===== src/rtl/motion_pkg.sv =====
// Shared state encoding, default sprite geometry and the clamped step helper
// used by motion_scheduler and its testbench.
package motion_pkg;

    localparam logic [1:0] ENC_GROUND = 2'd0;
    localparam logic [1:0] ENC_RISE   = 2'd1;
    localparam logic [1:0] ENC_HANG   = 2'd2;
    localparam logic [1:0] ENC_FALL   = 2'd3;

    typedef enum logic [1:0] {
        ST_GROUND = ENC_GROUND,
        ST_RISE   = ENC_RISE,
        ST_HANG   = ENC_HANG,
        ST_FALL   = ENC_FALL
    } motion_state_e;

    localparam int unsigned X_INIT_DEF      = 32'd320;
    localparam int unsigned FLOOR_Y_DEF     = 32'd440;
    localparam int unsigned STEP_DEF        = 32'd2;
    localparam int unsigned JUMP_HEIGHT_DEF = 32'd50;
    localparam int unsigned HANG_TICKS_DEF  = 32'd4;
    localparam int unsigned X_MIN_DEF       = 32'd0;
    localparam int unsigned X_MAX_DEF       = 32'd623;

    localparam logic [10:0] PLAT_X_MIN = 11'd400;
    localparam logic [10:0] PLAT_X_MAX = 11'd639;
    localparam logic [10:0] PLAT_Y     = 11'd160;

    // Move one step in 11-bit space, clamped to [lo, hi] before narrowing.
    function automatic logic [9:0] step_clamp(
        input logic [10:0] pos,
        input logic        dec,
        input logic [10:0] step,
        input logic [10:0] lo,
        input logic [10:0] hi
    );
        logic [10:0] res;
        if (dec) begin
            res = (pos < lo + step) ? lo : pos - step;
        end else begin
            res = (pos + step > hi) ? hi : pos + step;
        end
        return res[9:0];
    endfunction

endpackage


===== src/rtl/motion_scheduler_key_edge_latch.sv =====
// Registers a level key, detects its rising edge and holds a pending flag
// until it is consumed or cleared; a same-cycle edge is visible immediately.
module key_edge_latch (
    input  logic clk,
    input  logic rst_n,
    input  logic i_key,
    input  logic i_consume,
    input  logic i_clear,
    output logic o_pending
);

    logic r_key_d;
    logic r_pending;
    logic w_edge;

    assign w_edge    = i_key & ~r_key_d;
    assign o_pending = r_pending | w_edge;

    // Key history and pending flag; clear wins over a simultaneous edge.
    always_ff @(posedge clk or negedge rst_n) begin
        if (!rst_n) begin
            r_key_d   <= 1'b0;
            r_pending <= 1'b0;
        end else begin
            r_key_d <= i_key;
            if (i_consume || i_clear) begin
                r_pending <= 1'b0;
            end else if (w_edge) begin
                r_pending <= 1'b1;
            end else begin
                r_pending <= r_pending;
            end
        end
    end

endmodule


===== src/rtl/motion_scheduler.sv =====
// Frame-tick sprite movement controller: horizontal stepping, jump profile and
// landing. Define PLATFORM_COLLISION_EN to enable the wall platform and walk-off.
module motion_scheduler
    import motion_pkg::*;
#(
    parameter int unsigned X_INIT      = X_INIT_DEF,
    parameter int unsigned FLOOR_Y     = FLOOR_Y_DEF,
    parameter int unsigned STEP        = STEP_DEF,
    parameter int unsigned JUMP_HEIGHT = JUMP_HEIGHT_DEF,
    parameter int unsigned HANG_TICKS  = HANG_TICKS_DEF,
    parameter int unsigned X_MIN       = X_MIN_DEF,
    parameter int unsigned X_MAX       = X_MAX_DEF
) (
    input  logic       clk,
    input  logic       rst_n,
    input  logic       frame_tick,
    input  logic       key_left,
    input  logic       key_right,
    input  logic       key_jump,
    output logic [9:0] x_pos,
    output logic [9:0] y_pos,
    output logic [1:0] state,
    output logic       landed
);

    localparam logic [9:0]  L_X_INIT  = 10'(X_INIT);
    localparam logic [9:0]  L_FLOOR10 = 10'(FLOOR_Y);
    localparam logic [10:0] L_FLOOR   = 11'(FLOOR_Y);
    localparam logic [10:0] L_STEP    = 11'(STEP);
    localparam logic [10:0] L_JH      = 11'(JUMP_HEIGHT);
    localparam logic [10:0] L_HANG    = 11'(HANG_TICKS);
    localparam logic [10:0] L_XMIN    = 11'(X_MIN);
    localparam logic [10:0] L_XMAX    = 11'(X_MAX);

    logic [9:0]    r_x;
    logic [9:0]    r_y;
    motion_state_e r_state;
    logic [10:0]   r_rise_cnt;
    logic [10:0]   r_hang_cnt;
    logic          r_landed;

    logic          w_jump_pend;
    logic          w_consume;
    logic          w_clear;
    logic [9:0]    w_x_next;
    logic [10:0]   w_y_ext;
    logic [10:0]   w_y_up;
    logic [10:0]   w_y_down;
    logic [10:0]   w_rise_next;
    logic [10:0]   w_hang_next;
    logic          w_rise_done;
    logic          w_hang_done;
    logic          w_floor_hit;
`ifdef PLATFORM_COLLISION_EN
    logic          w_x_on_plat;
    logic          w_walk_off;
    logic          w_plat_hit;
`endif

    // Jumps are only taken from GROUND; any airborne tick drops a pending press.
    assign w_consume = frame_tick && (r_state == ST_GROUND);
    assign w_clear   = frame_tick && (r_state != ST_GROUND);

    key_edge_latch u_jump_latch (
        .clk       (clk),
        .rst_n     (rst_n),
        .i_key     (key_jump),
        .i_consume (w_consume),
        .i_clear   (w_clear),
        .o_pending (w_jump_pend)
    );

    assign w_y_ext     = {1'b0, r_y};
    assign w_y_up      = (w_y_ext < L_STEP) ? 11'd0 : w_y_ext - L_STEP;
    assign w_y_down    = w_y_ext + L_STEP;
    assign w_rise_next = r_rise_cnt + L_STEP;
    assign w_hang_next = r_hang_cnt + 11'd1;
    assign w_rise_done = (w_rise_next >= L_JH) || (w_y_ext <= L_STEP);
    assign w_hang_done = (w_hang_next >= L_HANG);
    assign w_floor_hit = (w_y_down >= L_FLOOR);

`ifdef PLATFORM_COLLISION_EN
    assign w_x_on_plat = ({1'b0, r_x} >= PLAT_X_MIN) && ({1'b0, r_x} <= PLAT_X_MAX);
    assign w_walk_off  = (w_y_ext != L_FLOOR) && !w_x_on_plat;
    assign w_plat_hit  = w_x_on_plat && (w_y_ext < PLAT_Y) && (w_y_down >= PLAT_Y);
`endif

    // Horizontal target for this tick; opposing keys cancel.
    always_comb begin
        w_x_next = r_x;
        if (key_left && !key_right) begin
            w_x_next = step_clamp({1'b0, r_x}, 1'b1, L_STEP, L_XMIN, L_XMAX);
        end else if (key_right && !key_left) begin
            w_x_next = step_clamp({1'b0, r_x}, 1'b0, L_STEP, L_XMIN, L_XMAX);
        end else begin
            w_x_next = r_x;
        end
    end

    // Frame-tick state machine: position, jump profile and landing pulse.
    always_ff @(posedge clk or negedge rst_n) begin
        if (!rst_n) begin
            r_x        <= L_X_INIT;
            r_y        <= L_FLOOR10;
            r_state    <= ST_GROUND;
            r_rise_cnt <= 11'd0;
            r_hang_cnt <= 11'd0;
            r_landed   <= 1'b0;
        end else begin
            r_landed <= 1'b0;
            if (frame_tick) begin
                r_x <= w_x_next;
                case (r_state)
                    ST_GROUND: begin
                        if (w_jump_pend) begin
                            r_state    <= ST_RISE;
                            r_rise_cnt <= 11'd0;
`ifdef PLATFORM_COLLISION_EN
                        end else if (w_walk_off) begin
                            r_state <= ST_FALL;
`endif
                        end else begin
                            r_state <= ST_GROUND;
                        end
                    end
                    ST_RISE: begin
                        r_y        <= w_y_up[9:0];
                        r_rise_cnt <= w_rise_next;
                        if (w_rise_done) begin
                            r_state    <= ST_HANG;
                            r_hang_cnt <= 11'd0;
                        end
                    end
                    ST_HANG: begin
                        r_hang_cnt <= w_hang_next;
                        if (w_hang_done) begin
                            r_state <= ST_FALL;
                        end
                    end
                    ST_FALL: begin
                        if (w_floor_hit) begin
                            r_y      <= L_FLOOR10;
                            r_state  <= ST_GROUND;
                            r_landed <= 1'b1;
`ifdef PLATFORM_COLLISION_EN
                        end else if (w_plat_hit) begin
                            r_y      <= PLAT_Y[9:0];
                            r_state  <= ST_GROUND;
                            r_landed <= 1'b1;
`endif
                        end else begin
                            r_y <= w_y_down[9:0];
                        end
                    end
                    default: begin
                        r_state <= ST_GROUND;
                    end
                endcase
            end
        end
    end

    assign x_pos  = r_x;
    assign y_pos  = r_y;
    assign state  = r_state;
    assign landed = r_landed;

endmodule

===== config.mk =====
export PLATFORM = sky130hd
export DESIGN_NAME = motion_scheduler
export DESIGN_NICKNAME = d
export VERILOG_FILES = /design/src/rtl/motion_pkg.sv /design/src/rtl/motion_scheduler_key_edge_latch.sv /design/src/rtl/motion_scheduler.sv
export SDC_FILE = /design/constraint.sdc
export NUM_CORES = 1
export LEC_CHECK = 0
export ABC_CLOCK_PERIOD_IN_PS = 7800
export CAP_MARGIN = 10
export CORE_MARGIN = 3
export CORE_UTILIZATION = 55
export DETAILED_ROUTE_END_ITERATION = 10
export PLACE_DENSITY = 0.76
export SYNTH_ARGS = -nofsm -noshare
export SYNTH_HDL_FRONTEND = slang
export SYNTH_SLANG_ARGS = --single-unit
export TNS_END_PERCENT = 10

===== constraint.sdc =====
create_clock -name clk -period 7.8 [get_ports clk]
set_clock_uncertainty 0.15 [all_clocks]
set_input_delay 0.78 -clock clk [delete_from_list [all_inputs] [get_ports clk]]
set_output_delay 0.78 -clock clk [all_outputs]
set_load 0.1 [all_outputs]

== Yosys cells after proc, flatten, opt, wreduce, memory -nomap -nowiden ==
Cells that the tools add are included.
Word-level totals
  bits in latches: 0
  logic and storage cells: 72
  bits in read-only memories: 0
  bits of input ports: 6
  register bits after elaboration: 47
  memories: 0
  memory bits (writable): 0
Operators by class
  $add $sub $neg: 6
  order comparisons: 7
  reductions and logical operators: 20
  equality and inequality tests: 7
  mux-type cells: 21
  shift-type cells: 0
  $mul: 0
  divide/modulo/power cells: 0
  bitwise logic cells: 3
Operators with widths (number)
  $mux W10: 6
  $pmux W11 S2: 2
  $add A10 B2 Y11 const B: 2
  $mux W11: 2
  $lt A10 B2 Y1 const B: 2
  $pmux W10 S2: 1
  $sub A10 B2 Y10 const B: 2
  $reduce_bool A2 Y1: 6
  $add A11 B1 Y11 const B: 1
  $add A11 B2 Y11 const B: 1
  $ge A11 B3 Y1 const B: 1
  $ge A11 B6 Y1 const B: 1
  $ge A11 B9 Y1 const B: 1
  $gt A11 B10 Y1 const B: 1
  $le A10 B2 Y1 const B: 1
  $pmux W2 S4: 1
  $mux W1: 6
  $mux W2: 3
  $ne A2 B2 Y1 const B: 3
  $reduce_and A3 Y1: 2
  $eq A2 B2 Y1 const B: 2
  $logic_and A1 B1 Y1: 4
  $reduce_and A2 Y1: 2
  $reduce_and A4 Y1: 1
  8 further kinds: 10

== Longest topological paths before layout ==
Gate-level depths: netlist of the first run.
  word-level depth: 5
  mapped depth: 10

== Modules after synthesis ==
A second synthesis of the first run with hierarchy kept.
Unflattened totals
  cell total of the unflattened synthesis: 423
  area total of the unflattened synthesis: 3438.3 um^2
Modules (own cells, without submodules)
  motion_scheduler: instances 1, area an instance 3357.0 um^2, seq. area each 1084.8 um^2, cells each 417
  key_edge_latch: instances 1, area an instance 81.3 um^2, seq. area each 50.0 um^2, cells each 6

== Least setup slack after synthesis of the first run ==
Ideal clock, no wire load.
  kind: reg2reg
  start point: register r_y[2], in the netlist y_pos[2]
  end point: register r_state[1], in the netlist state[1]
  setup time: 0.127 ns
  arrival time: 3.132 ns
  setup slack: 4.391 ns
  required time: 7.523 ns
  stages on the path, launching flop included: 11
  buffers on the path: 2
  path through: dfrtp_1 ha_1 buf_2 nand3_2 nor3_1 mux2_2 a221o_1 or2_1 buf_6 o311a_4 mux2_4
Between the ends
  word-level cells in the longest chain between the ends: 4
  elaborated cells on any way between the ends: 7
  those cells by class: 1 x add/sub; 2 x order compare; 2 x eq/ne; 2 x reduce/logical
RTL lines
  start: declaration: RTL line motion_scheduler.sv:36  | logic [9:0] r_y;
  start signal: assignment: RTL line motion_scheduler.sv:127  | r_y <= w_y_up[9:0];
  start signal: assignment: RTL line motion_scheduler.sv:152  | r_y <= w_y_down[9:0];
  $add A10 B2 Y11 / $le A10 B2 Y1 (equally long branches): RTL line motion_scheduler.sv:75, motion_scheduler.sv:78
  $ge A11 B9 Y1 / $logic_or A1 B1 Y1 (equally long branches): RTL line motion_scheduler.sv:80, motion_scheduler.sv:78
  $ne A2 B2 Y1 (no line)
  $reduce_and A4 Y1 (no line) (*)
  end signal: assignment: RTL line motion_scheduler.sv:105  | r_state <= ST_GROUND;
  end signal: assignment: RTL line motion_scheduler.sv:116  | r_state <= ST_RISE;
  end signal: assignment: RTL line motion_scheduler.sv:123  | r_state <= ST_GROUND;
  end: declaration: RTL line motion_scheduler.sv:37  | motion_state_e r_state;
Every way passes the cells marked *; elsewhere a longest branch is shown, timed or not.
A chain may end at the register's enable or synchronous reset.

== Worst setup path in the final report of the first run ==
  start point: register r_y[7], in the netlist y_pos[7]
  end point: output port y_pos[7]
RTL lines
  end: declaration: RTL line motion_scheduler.sv:21  | output logic [9:0] y_pos,
No word-level cell between the ends.

==> results.json, run 1 <==
{
  "worstSkewPairLatency_ns": 0.31,
  "synth_top_flop_cell": "dfrtp_1",
  "powerDensity_nw_per_um2": 415.4,
  "max_freq_ghz": 0.3195,
  "hold_violations": 0,
  "diodes": 0,
  "drt_iter0_markers": 190,
  "crit_path_start": "y_pos[7]",
  "start_util_pct": 57.91,
  "vias_per_cell": 6.193,
  "r2r_cells": 8,
  "yosysTopAreaCell": "dfrtp_1",
  "end_kind": "primary output",
  "clock-sinks": 45,
  "clk_path_buf_depth": 2,
  "p_total_w": 0.001578,
  "nets": 456,
  "rows": 28,
  "final.fill_count": 539,
  "port_buffers": 27,
  "ys_types": 69,
  "setup_viol": 0,
  "area_delta_synth_final_pct": 8.856,
  "ios": 29,
  "syn_nets": 452,
  "fp.dieW_um": 85.66,
  "worstHoldStart": "u_jump_latch.r_pending",
  "mappedNetlistArea_um2": 3490,
  "die_area_um2": 7337,
  "critPathTopFamily": "buffers and inverters",
  "crit_buf_inv": 1,
  "drt_pass1_iterations": 5,
  "utilization_pct": 63.04,
  "drive_gt1_share_pct": 7.763,
  "route.detailed.drc": 0,
  "slowest_delay_ns": 1.19,
  "place.gp.congestion": 0.8885,
  "clk_pin_slew_ns": 0.10,
  "totalNegativeSetupSlack_ns": 0,
  "grt-ovfl-total": 0,
  "vias": 3177,
  "worst-endpoint-required_ns": 6.87,
  "yosysSeqAreaShare_pct": 32.52,
  "start_kind": "register",
  "finalNonFillerCells": 513,
  "postCtsResizedCells": 0,
  "ir_worst_vdd_mv": 0.3458,
  "die_y_um": 85.66,
  "core_area_um2": 6026,
  "cts_root_buffer": "clkbuf_8",
  "grt_max_degree": 46,
  "p_leak_nw": 1.488,
  "cts_hold_buf": 0,
  "holdPathEnd": "u_jump_latch.r_pending",
  "worst_path_max_delay_cell": "clkdlybuf4s50_1",
  "crit_type": "reg -> out",
  "outcome": "finished, final reports clean",
  "fin_crit_sh_pct": 40.13,
  "rsz0062_at_grt": "false",
  "crit_chain": "clkdlybuf4s50_1",
  "ys_ff_latch": 45,
  "synth_edf_count": 0,
  "cts_made_buffers": 5,
  "min_period_ns": 3.130,
  "post_cts_buffers": 0,
  "crit-reg2reg-launch": "y_pos[2]",
  "final_cell_mix": "o21ai_0, dfrtp_1, nand2_1, nor2_1, clkdlybuf4s50_1",
  "synth_top_area_share_pct": 27.25,
  "htreeDepth": 2,
  "final_common_cell": "o21ai_0",
  "synthArstFlopShare_pct": 100.0,
  "ant_nets": 0,
  "timing.rr.end": "state[1]",
  "grt_pass1_vias": 2954,
  "wl_per_cell_um": 15.68,
  "syn_inst": 433,
  "dp_slack_ns": 4.748,
  "max_cap_viol_count": 0,
  "cp_max_fo": 15,
  "whs_path_depth": 2,
  "synth_area_leaders": "dfrtp_1, o21ai_0, dfstp_2",
  "worst_pin_slew_ns": 1.028,
  "hp-class": "reg -> reg",
  "cts_tree": "done",
  "maxSlewViolCount": 0,
  "place_inst": 505,
  "worst_ep_arrival_time_ns": 2.20,
  "maxSlewHeadroom_pct": 31.45,
  "dpl.hpwl_mm": 5.472,
  "rrSetupSlack_ns": 4.79,
  "ys_warn_count": 0,
  "wirelength_mm": 8.046,
  "grt_pass1_wl_mm": 13.77,
  "grt_usage_pct": 22.68,
  "avgSynthCellArea_um2": 8.059,
  "antenna_found_initial": 0,
  "worst_slack_ns": 4.670
}
==> per-stage QoR <==
step	area (um^2)	hold slack, ns
floorplan	3490	0.2994
detailed placement	3687	0.3232
global route	3799	0.3915
CTS	3799	0.3454
finish	3799	0.3388
global placement	3687	0.3224
==> per-layer routing <==
layer | up-vias | track usage (%) | routed length (um)
li1 | 1572 | - | -
met1 | 1502 | 31.31 | 3829
met2 | 89 | 36.02 | 3718
met3 | 14 | 3.458 | 347
met4 | 0 | 8.489 | 150
met5 | - | 0 | 0
==> cell families after synthesis <==
logic type      Yosys count  share of synthesized area, %
simple gates            157                         23.13
compound gates          144                         26.68
buf+inv                  51                         6.991
flops                    45                         32.52
xor+xnor                 17                         4.267
fa+ha+maj                13                         4.661
mux                       5                         1.649
other cells               1                        0.1075
==> registers in the layout (all words and copies together) (netlist names) <==
signal and count:
y_pos 9, u_jump_latch.r_key_d 1, x_pos 10, state 2
u_jump_latch.r_pending 1, landed 1, r_hang_cnt 11, r_rise_cnt 10
==> cell type report <==
cell class	count	area (um^2)	area share [%]
multi-input cells	337	2111	55.57
flip-flops and latches	45	1135	29.87
repair buffers	28	272.8	7.181
well taps	75	93.84	2.470
inverters	20	75.07	1.976
clock inverters	2	38.79	1.021
clock buffers	6	72.57	1.910
==> Yosys cell counts, types with 3 or more instances <==
master / count
nor4_1: 4
and3_1: 6
o41ai_1: 3
buf_2: 6
inv_1: 20
o31ai_1: 12
o21a_1: 4
nand3_1: 21
a41oi_1: 3
nor2_1: 37
xnor2_1: 11
clkbuf_1: 17
ha_1: 13
nand2_1: 37
nor3_1: 13
o32ai_1: 3
a21o_1: 5
xor2_1: 6
nor2b_1: 4
dfrtp_1: 38
dfstp_2: 7
and2_1: 4
o21ai_0: 63
a31oi_1: 7
a21oi_1: 16
buf_6: 5
nand4_1: 6
nand2b_1: 6
==> how the worst max path moves through the flow <==
stage                     depth (start not counted)        to  slack, ns
after detailed placement                          8  y_pos[7]       4.75
after global routing                              8  state[1]       4.58
after floorplan                                  10  state[1]       4.39
after global placement                            8  y_pos[4]       4.86
final                                             1  y_pos[7]       4.67
after CTS                                         1  y_pos[7]       4.66
==> report_power, final <==
part	leakage (nW)	total, W	switching [W]	internal [W]
registers	0.577	0.000447	0.000144	0.000303
logic	0.856	0.000944	0.000647	0.000297
clock network	0.0554	0.000187	0.0000904	0.0000964
No activity file was read; power rests on OpenSTA's default activity.
==> run 2: changes to the inputs <==
--- a/config.mk
+++ b/config.mk
@@ -5,7 +5,7 @@
 export SDC_FILE = /design/constraint.sdc
 export NUM_CORES = 1
 export LEC_CHECK = 0
-export ABC_CLOCK_PERIOD_IN_PS = 7800
+export ABC_CLOCK_PERIOD_IN_PS = 2950
 export CAP_MARGIN = 10
 export CORE_MARGIN = 3
 export CORE_UTILIZATION = 55
==> constraint.sdc (replaced) <==
create_clock -name clk -period 2.95 [get_ports clk]
set_clock_uncertainty 0.15 [all_clocks]
set_input_delay 0.295 -clock clk [delete_from_list [all_inputs] [get_ports clk]]
set_output_delay 0.295 -clock clk [all_outputs]
set_load 0.1 [all_outputs]
==> run 2 against run 1 <==
Non-clock buffer count up 6; worst setup slack worse by 4.4 ns; largest cell class unchanged; sequential power rose to 2.7 times the previous value.
==> results.json, run 2 (synthesis results as in run 1) <==
{
  "die_area_um2": 7337,
  "hold_ws_ns": 0.3245,
  "clk_path_buf_depth": 2,
  "post_cts_buffers": 0,
  "dpl.hpwl_mm": 5.657,
  "multi_input_comb_area_um2": 2111,
  "antenna_found_initial": 0,
  "seqPwrFrac_pct": 28.6,
  "regArea_um2": 1151,
  "r2r_cells": 7,
  "grt_pass1_vias": 2958,
  "htreeDepth": 2,
  "drive_gt1_share_pct": 14.41,
  "cts_made_buffers": 5,
  "internal_power_w": 0.001846,
  "top_register": "r_hang_cnt",
  "postCtsResizedCells": 0,
  "port_buffers": 27,
  "crit_type": "reg -> reg",
  "worst_pin_slew_ns": 0.7942,
  "vias": 3254,
  "fp.dieW_um": 85.66,
  "drt_iter0_markers": 198,
  "clockPowerShare_pct": 11.4,
  "vias_per_cell": 6.270,
  "nets": 462,
  "ir_worst_vdd_mv": 0.9478,
  "fin_crit_sh_pct": 91.15,
  "clk_pin_slew_ns": 0.09,
  "start_kind": "register",
  "min_period_ns": 2.689,
  "rows": 28,
  "worst-endpoint-required_ns": 2.99,
  "maxSlewHeadroom_pct": 46.82,
  "area_delta_synth_final_pct": 9.107,
  "comb_power_share_pct": 60.0,
  "cts_root_buffer": "clkbuf_8",
  "max_freq_ghz": 0.3719,
  "utilization_pct": 63.19,
  "grt-ovfl-total": 0,
  "wirelength_mm": 8.093,
  "worst_slack_ns": 0.2612,
  "totalNegativeSetupSlack_ns": 0,
  "clock-sinks": 45,
  "max_cap_viol_count": 0,
  "grt_pass1_wl_mm": 13.68,
  "place.gp.congestion": 0.8666,
  "setup_viol": 0,
  "cts_tree": "done",
  "hold_violations": 0,
  "maxSlewViolCount": 0,
  "end_kind": "register",
  "grt_max_degree": 33,
  "drt_pass1_iterations": 5,
  "worst_ep_arrival_time_ns": 2.73,
  "final_cell_mix": "o21ai_0, nand2_1, nor2_1",
  "grt_usage_pct": 22.67,
  "p_total_w": 0.004188,
  "wl_per_cell_um": 15.59,
  "final.fill_count": 514,
  "diodes": 0,
  "dp_slack_ns": 0.3033,
  "whs_path_depth": 1,
  "route.detailed.drc": 0,
  "rrSetupSlack_ns": 0.26,
  "switchingPower_w": 0.002342,
  "worstSkewPairLatency_ns": 0.30,
  "p_leak_nw": 1.547,
  "core_area_um2": 6026,
  "ant_nets": 0,
  "largest_reg_flops": 11,
  "final_common_cell": "o21ai_0",
  "cp_max_fo": 13,
  "p_sw_share_pct": 55.92,
  "outcome": "finished, final reports clean",
  "die_y_um": 85.66,
  "start_util_pct": 57.91,
  "ios": 29,
  "rsz0062_at_grt": "false",
  "hp-class": "in -> reg",
  "powerDensity_nw_per_um2": 1100
}
==> run 2: timing repair <==
action / CTS / global route
endpoints found under the setup margin: 0 / 0
hold buffers: 1 / 0
endpoints found under the hold margin: 25 / 0
==> run 2: worst max-delay path: stages (launching register included) <==
cell and delay (ns):
dfstp_2 0.69, nand3_2 0.15, nor3_1 0.22, mux2_2 0.36, a221o_1 0.32, or2_1 0.26, o311a_4 0.14, mux2_4 0.29
==> run 2: worst paths after layout <==
kind / startpoint / to
setup reg to reg: y_pos[3] / state[1]
max in group asynchronous: rst_n / x_pos[8]
min in group asynchronous: rst_n / x_pos[1]
hold / removal: key_jump / u_jump_latch.r_key_d
hold reg to reg: u_jump_latch.r_pending / u_jump_latch.r_pending
setup / recovery: y_pos[3] / state[1]
==> run 2: per-layer routing <==
layer  track usage, %  part of all wire [%]  vias to the layer above  wire length [um]
met3            3.266                   3.7                       13               298
met2            35.66                    47                       80              3766
met4            7.482                   1.4                        0               114
met5                0                     0                        -                 0
met1            32.14                    48                     1573              3914
li1                 -                     -                     1588                 -
==> run 2: power by group through the flow <==
stage,Sequential [W],Clock [W],Combinational [W]
after detailed placement,0.00120,0,0.00249
after global placement,0.00118,0,0.00246
after floorplan,0.00185,0,0.00136
after global routing,0.00125,0.000513,0.00270
after CTS,0.00119,0.000491,0.00250
final,0.00120,0.000479,0.00251
==> run 2: cell type report <==
cell class | instances | share of cell area [%]
clock inverters | 2 | 1.019
clock buffers | 6 | 1.906
repair buffers | 34 | 6.967
flip-flops and latches | 45 | 30.23
inverters | 20 | 1.972
well taps | 75 | 2.465
multi-input cells | 337 | 55.44
==> run 2: stage by stage <==
step / instances / instance area, um^2
global placement: 510 / 3686
finish: 519 / 3807
detailed placement: 510 / 3686
floorplan: 433 / 3506
global route: 519 / 3807
CTS: 519 / 3807
